<file path="src/rtl/gd_pkg.sv">
// Shared widths, FIFO entry layout and a width helper for the Goldschmidt multiplier datapath.
package gd_pkg;

    localparam int GD_DATA_W = 32;
    localparam int GD_MANT_W = 24;
    localparam int GD_TAG_W  = 4;

    typedef struct packed {
        logic [GD_TAG_W-1:0]  tag;
        logic [GD_MANT_W-1:0] a_mant;
        logic [GD_MANT_W-1:0] b_mant;
    } gd_entry_t;

    // Ceiling log2, usable in parameter and port-width expressions.
    function automatic int gd_clog2(input int value);
        int result;
        result = 0;
        for (int v = value - 1; v > 0; v = v >> 1) begin
            result++;
        end
        return result;
    endfunction

endpackage

</file>
<file path="src/rtl/gd_mul_pipe.sv">
// Pipelined unsigned MANT_W x MANT_W multiplier carrying valid and tag alongside the data.
// Latency: MUL_STAGES cycles from issue to result.
// Backpressure: en low freezes every stage (data, tag, valid) in place.
module gd_mul_pipe
    import gd_pkg::*;
#(
    parameter int MANT_W     = GD_MANT_W,
    parameter int TAG_W      = GD_TAG_W,
    parameter int MUL_STAGES = 3
) (
    input  logic                  clk,
    input  logic                  clear,
    input  logic                  en,
    input  logic                  issue_vld,
    input  logic [MANT_W-1:0]     a_mant,
    input  logic [MANT_W-1:0]     b_mant,
    input  logic [TAG_W-1:0]      issue_tag,
    output logic                  res_vld,
    output logic [2*MANT_W-1:0]   res_dat,
    output logic [TAG_W-1:0]      res_tag
);

    localparam int PROD_W = 2 * MANT_W;

    logic             vld_q [MUL_STAGES];
    logic [TAG_W-1:0] tag_q [MUL_STAGES];

    always_ff @(posedge clk) begin
        if (clear) begin
            for (int i = 0; i < MUL_STAGES; i++) begin
                vld_q[i] <= 1'b0;
                tag_q[i] <= '0;
            end
        end else if (en) begin
            vld_q[0] <= issue_vld;
            tag_q[0] <= issue_tag;
            for (int i = 1; i < MUL_STAGES; i++) begin
                vld_q[i] <= vld_q[i-1];
                tag_q[i] <= tag_q[i-1];
            end
        end
    end

    assign res_vld = vld_q[MUL_STAGES-1];
    assign res_tag = tag_q[MUL_STAGES-1];

    generate
        if (MUL_STAGES == 1) begin : g_single
            logic [PROD_W-1:0] prod_q;

            always_ff @(posedge clk) begin
                if (clear) begin
                    prod_q <= '0;
                end else if (en) begin
                    prod_q <= {{MANT_W{1'b0}}, a_mant} * {{MANT_W{1'b0}}, b_mant};
                end
            end

            assign res_dat = prod_q;
        end else begin : g_split
            // Stage 1 forms two half-width partial products; stage 2 recombines them exactly.
            localparam int LO_W = MANT_W / 2;
            localparam int HI_W = MANT_W - LO_W;

            logic [MANT_W+LO_W-1:0] pp_lo_q;
            logic [MANT_W+HI_W-1:0] pp_hi_q;
            logic [PROD_W-1:0]      prod_q [MUL_STAGES-1];

            always_ff @(posedge clk) begin
                if (clear) begin
                    pp_lo_q <= '0;
                    pp_hi_q <= '0;
                    for (int i = 0; i < MUL_STAGES - 1; i++) begin
                        prod_q[i] <= '0;
                    end
                end else if (en) begin
                    pp_lo_q   <= {{LO_W{1'b0}}, a_mant} * {{MANT_W{1'b0}}, b_mant[LO_W-1:0]};
                    pp_hi_q   <= {{HI_W{1'b0}}, a_mant} * {{MANT_W{1'b0}}, b_mant[MANT_W-1:LO_W]};
                    prod_q[0] <= {{HI_W{1'b0}}, pp_lo_q} + ({{LO_W{1'b0}}, pp_hi_q} << LO_W);
                    for (int i = 1; i < MUL_STAGES - 1; i++) begin
                        prod_q[i] <= prod_q[i-1];
                    end
                end
            end

            assign res_dat = prod_q[MUL_STAGES-2];
        end
    endgenerate

endmodule

</file>
<file path="src/rtl/gd_mul_stream.sv">
// Operand-buffering multiplier: DEPTH-entry FWFT FIFO feeding a MUL_STAGES-deep exact multiplier.
// Latency: MUL_STAGES+1 cycles from accept to product when the output is not stalled.
// Backpressure: out_ready low freezes the pipe and FIFO pops; in_ready drops only when the FIFO is full.
module gd_mul_stream
    import gd_pkg::*;
#(
    parameter int DATA_W     = GD_DATA_W,
    parameter int MANT_W     = GD_MANT_W,
    parameter int DEPTH      = 4,
    parameter int MUL_STAGES = 3,
    parameter int TAG_W      = GD_TAG_W
) (
    input  logic                       clk,
    input  logic                       clear,
    input  logic                       in_valid,
    output logic                       in_ready,
    input  logic [DATA_W-1:0]          a_in,
    input  logic [DATA_W-1:0]          b_in,
    input  logic [TAG_W-1:0]           tag_in,
    output logic                       out_valid,
    input  logic                       out_ready,
    output logic [2*MANT_W-1:0]        product,
    output logic [TAG_W-1:0]           tag_out,
    output logic [gd_clog2(DEPTH):0]   fifo_count
);

    localparam int PTR_W = gd_clog2(DEPTH);
    localparam int CNT_W = PTR_W + 1;

    typedef struct packed {
        logic [TAG_W-1:0]  tag;
        logic [MANT_W-1:0] a_mant;
        logic [MANT_W-1:0] b_mant;
    } entry_t;

    entry_t           mem [DEPTH];
    entry_t           wr_entry;
    entry_t           head;
    logic [PTR_W-1:0] wr_ptr;
    logic [PTR_W-1:0] rd_ptr;
    logic [CNT_W-1:0] count_q;
    logic             push;
    logic             pop;
    logic             advance;

    // Ready comes from registered count only, so a same-cycle pop never opens room for a push.
    assign in_ready = (count_q != CNT_W'(DEPTH));
    assign advance  = !out_valid || out_ready;
    assign push     = in_valid && in_ready;
    assign pop      = (count_q != '0) && advance;

    assign wr_entry = '{tag: tag_in, a_mant: a_in[MANT_W-1:0], b_mant: b_in[MANT_W-1:0]};
    assign head     = mem[rd_ptr];

    always_ff @(posedge clk) begin
        if (clear) begin
            wr_ptr  <= '0;
            rd_ptr  <= '0;
            count_q <= '0;
        end else begin
            if (push) begin
                wr_ptr <= wr_ptr + 1'b1;
            end
            if (pop) begin
                rd_ptr <= rd_ptr + 1'b1;
            end
            if (push && !pop) begin
                count_q <= count_q + 1'b1;
            end else if (pop && !push) begin
                count_q <= count_q - 1'b1;
            end
        end
    end

    always_ff @(posedge clk) begin
        if (push) begin
            mem[wr_ptr] <= wr_entry;
        end
    end

    assign fifo_count = count_q;

    gd_mul_pipe #(
        .MANT_W     (MANT_W),
        .TAG_W      (TAG_W),
        .MUL_STAGES (MUL_STAGES)
    ) u_pipe (
        .clk       (clk),
        .clear     (clear),
        .en        (advance),
        .issue_vld (pop),
        .a_mant    (head.a_mant),
        .b_mant    (head.b_mant),
        .issue_tag (head.tag),
        .res_vld   (out_valid),
        .res_dat   (product),
        .res_tag   (tag_out)
    );

    generate
        if (DATA_W > MANT_W) begin : g_hi_bits
            // Exponent/sign bits above the mantissa are deliberately dropped.
            logic unused_hi_bits;
            assign unused_hi_bits = ^{a_in[DATA_W-1:MANT_W], b_in[DATA_W-1:MANT_W]};
        end
    endgenerate

endmodule

</file>
<file path="config.mk">
export PLATFORM = sky130hd
export DESIGN_NAME = gd_mul_stream
export DESIGN_NICKNAME = d
export VERILOG_FILES = /design/src/rtl/gd_pkg.sv /design/src/rtl/gd_mul_pipe.sv /design/src/rtl/gd_mul_stream.sv
export SDC_FILE = /design/constraint.sdc
export NUM_CORES = 2
export LEC_CHECK = 0
export BUFFER_PORTS_ARGS = -buffer_cell sky130_fd_sc_hd__buf_2
export CORE_UTILIZATION = 64
export DETAILED_ROUTE_END_ITERATION = 6
export PLACE_DENSITY = 0.78
export SYNTH_ARGS = -nofsm -noshare
export SYNTH_HDL_FRONTEND = slang
export SYNTH_HIERARCHICAL = 1
export SYNTH_SLANG_ARGS = --single-unit
</file>
<file path="constraint.sdc">
create_clock -name clk -period 8.2 [get_ports clk]
set_clock_uncertainty 0.05 [all_clocks]
set_input_delay 1.64 -clock clk [delete_from_list [all_inputs] [get_ports clk]]
set_output_delay 1.64 -clock clk [all_outputs]
set_load 0.01 [all_outputs]
</file>
==> flow_summary_export.csv <==
group,metric,value,unit
timing,finalHoldViolCount,0,
synthesis,synth.most_common_cell,"inv_1",
worst_setup_path,rr_endpoint,"u_pipe/g_split.pp_lo_q[23]",
grt,grt.total_usage,29.0,%
clocking,cts_setup_buffers,0,
clocking,clk_latency,0.58,ns
clocking,h-tree-depth,2,
timing,worst_slew_pin_slew,1.03,ns
synthesis,synthCells,3257,
synthesis,synthTopCellsByArea,"edfxtp_1 28%, fa_1 26%, ha_1 6.4%",
status,status,"finished with violations",
cells_and_area,area_growth,5.30,%
clocking,cts_tree,"yes",
cells_and_area,multi_input_area,0.0201,sq mm
cells_and_area,fin_nets,3909,
timing,fmax,0.140,GHz
clocking,cts_root_buf,"clkbuf_16",
clocking,clockBufferDepth,3,
clocking,clk_pin_slew,0.06,ns
cells_and_area,drive_gt1_share,8.37,%
clocking,ctsHoldBuffers,0,
synthesis,syn_nets,3948,
worst_setup_path,criticalPathCategory,"reg2reg",
hold_path,holdPathStages,2,
worst_setup_path,cp.required,8.58,ns
cells_and_area,seqCellArea,0.0112,sq mm
clocking,cts_buffers,41,
detailed_routing,drc_errors,3,
synthesis,synth_area_per_cell,10.6,sq um
synthesis,synth_seq_cells,400,
cells_and_area,fillCellCount,3874,
synthesis,synthFlopType,"edfxtp_1",
timing,fin_crit,7.16,ns
floorplan,num_rows,84,
floorplan,dieArea,0.0547,sq mm
timing,rsz0062_at_grt,"false",
floorplan,coreArea,0.0529,sq mm
placed_design,dp_hpwl,54600,um
floorplan,die_h,234,um
cells_and_area,antennaDiodeCount,0,
detailed_routing,dr.pass1.iters,7,
grt,grt_pass1_vias,24660,
hold_path,holdPathEnd,"u_pipe/g_split.pp_hi_q[23]",
floorplan,ios,129,
synthesis,synth_edf_count,319,
clocking,numClockSinks,400,
status,violations,"DRC",
timing,setup_viol,0,
synthesis,async_reset_ff_share,0,%
worst_setup_path,cp_max_fo,24,
timing,worst_slack,1.04,ns
worst_setup_path,worstSetupEndpointType,"register",
synthesis,netlist_area,0.0344,sq mm
detailed_routing,avgViaCountPerCell,5.80,
detailed_routing,via_count,22859,
synthesis,synth_cell_types,78,
detailed_routing,drt_iter0_markers,1607,
grt,grt_pass1_wl,124000,um
synthesis,ys_seq_area_share,32.6,%
worst_setup_path,reg2reg_depth,20,
timing,finalCritPeriodShare,87.3,%
timing,slew_violations,0,
synthesis,synth_top_area_share,27.8,%
synthesis,synthTopCellsByCount,"547 x inv_1, 490 x nand2_1, 442 x fa_1",
detailed_routing,wl_per_cell,19.3,um
synthesis,synth_top_area_cell,"edfxtp_1",
placed_design,place_ws,1.12,ns
grt,antenna_found_initial,2,
floorplan,die_w,234,um
grt,grt_start_max_net_pins,93,
worst_setup_path,r2r_slack,1.04,ns
clocking,cts_resized,0,
timing,slew_headroom,31.1,%
hold_path,hp-class,"reg2reg",
placed_design,io_buffers,112,
flow_run,max-cap-violations,0,
placed_design,gp_congestion,0.900,
grt,grt_overflow,0,
worst_setup_path,critPathLaunchType,"register",
worst_setup_path,arrival,7.54,ns
timing,fin_tns_setup,0,ns
hold_path,hp-start,"u_pipe/g_split.pp_hi_q[23]",
detailed_routing,ant_nets,0,
floorplan,initial_core_util,65.1,%
detailed_routing,routed_wl,75900,um
synthesis,yosys_warnings,6,
[critical path, cell delays in order (launching register included)]
cell and delay (ns):
dfxtp_4 0.61, buf_12 0.28, mux4_2 0.88, nand2_1 0.22, fa_1 0.45, fa_1 0.52, fa_1 0.55, inv_1 0.05
fa_1 0.48, inv_1 0.05, fa_1 0.47, inv_1 0.04, ha_1 0.31, a21oi_1 0.35, o21ai_0 0.21, nand3_1 0.25
a21boi_0 0.16, o41ai_1 0.47, o21ai_0 0.21, xnor2_1 0.24, o21ai_0 0.10
[sequential cells by signal, indices dropped and copies added, names as in the netlist, named ones only]
signal                  flops
wr_ptr                      2
fifo_count                  3
rd_ptr                      2
u_pipe/tag_q               12
mem                       208
u_pipe/g_split.pp_lo_q     36
u_pipe/g_split.prod_q      96
u_pipe/g_split.pp_hi_q     36
u_pipe/vld_q                3
[worst max-delay path by stage]
stage | startpoint | endpoint | slack, ns | cells past startpoint
floorplan | register | u_pipe/g_split.pp_hi_q[33] | 1.93 | 24
global placement | register | u_pipe/g_split.pp_hi_q[33] | 1.15 | 21
detailed placement | register | u_pipe/g_split.pp_hi_q[33] | 1.12 | 21
CTS | register | u_pipe/g_split.pp_hi_q[33] | 1.10 | 21
global route | register | u_pipe/g_split.pp_lo_q[23] | 0.68 | 20
finish | register | u_pipe/g_split.pp_lo_q[23] | 1.04 | 20
[kinds of logic after synthesis]
| logic type | count (synthesis) | synth area share [%] |
|---|---|---|
| compound gates | 315 | 6.02 |
| xor+xnor | 75 | 1.91 |
| fa+ha+maj | 619 | 32.2 |
| buf+inv | 761 | 9.17 |
| flops | 400 | 32.6 |
| mux | 92 | 4.60 |
| simple gates | 995 | 13.6 |
[layout by cell type (no fill, tap or decap), types with 18 or more instances in the layout]
cell | synthesis | final
nand2_1 | 490 | 490
o21ai_0 | 60 | 60
mux2i_1 | 37 | 37
a21oi_1 | 79 | 79
and2_1 | 245 | 241
clkbuf_16 | 0 | 43
nor2_1 | 117 | 116
ha_1 | 177 | 177
nor3_1 | 27 | 27
xor2_1 | 38 | 38
dfxtp_1 | 81 | 79
inv_1 | 547 | 545
buf_2 | 6 | 112
fa_1 | 442 | 442
a21o_1 | 45 | 45
o21a_1 | 18 | 18
a211oi_1 | 20 | 20
xnor2_1 | 37 | 37
nand3_1 | 28 | 28
mux4_2 | 50 | 50
edfxtp_1 | 319 | 319
buf_4 | 54 | 18
[metal layers]
layer / global-route usage [%] / up-vias / wire length [um]
met4: 10.1 / 4 / 2270
met1: 37.7 / 11361 / 30900
met2: 48.3 / 1023 / 36600
met5: 0 / - / 16
li1: - / 10285 / -
met3: 6.23 / 186 / 6120
[metrics by stage]
| stage | hold slack [ns] | util [%] | instance area, sq um | cells |
|---|---|---|---|---|
| 2_1_floorplan | 0.379 | - | 34400 | 3257 |
| 3_3_place_gp | 0.394 | 66.1 | 34900 | 3863 |
| 3_5_place_dp | 0.410 | 66.1 | 34900 | 3863 |
| 4_1_cts | 0.417 | 68.5 | 36200 | 3938 |
| 5_1_grt | 0.448 | 68.5 | 36200 | 3938 |
| 6_report | 0.416 | 68.5 | 36200 | 3938 |
[area by class of cell]
class | instances | share of cell area, %
Clock buffer | 48 | 3.02
Timing Repair Buffer | 132 | 2.03
Multi-Input combinational cell | 2096 | 55.4
Inverter | 547 | 5.67
Sequential cell | 400 | 30.9
Clock inverter | 27 | 0.580
Tap cell | 688 | 2.38
Power is not shown: default switching activity piles up to over one toggle a cycle in this logic, so the estimate is an artifact.
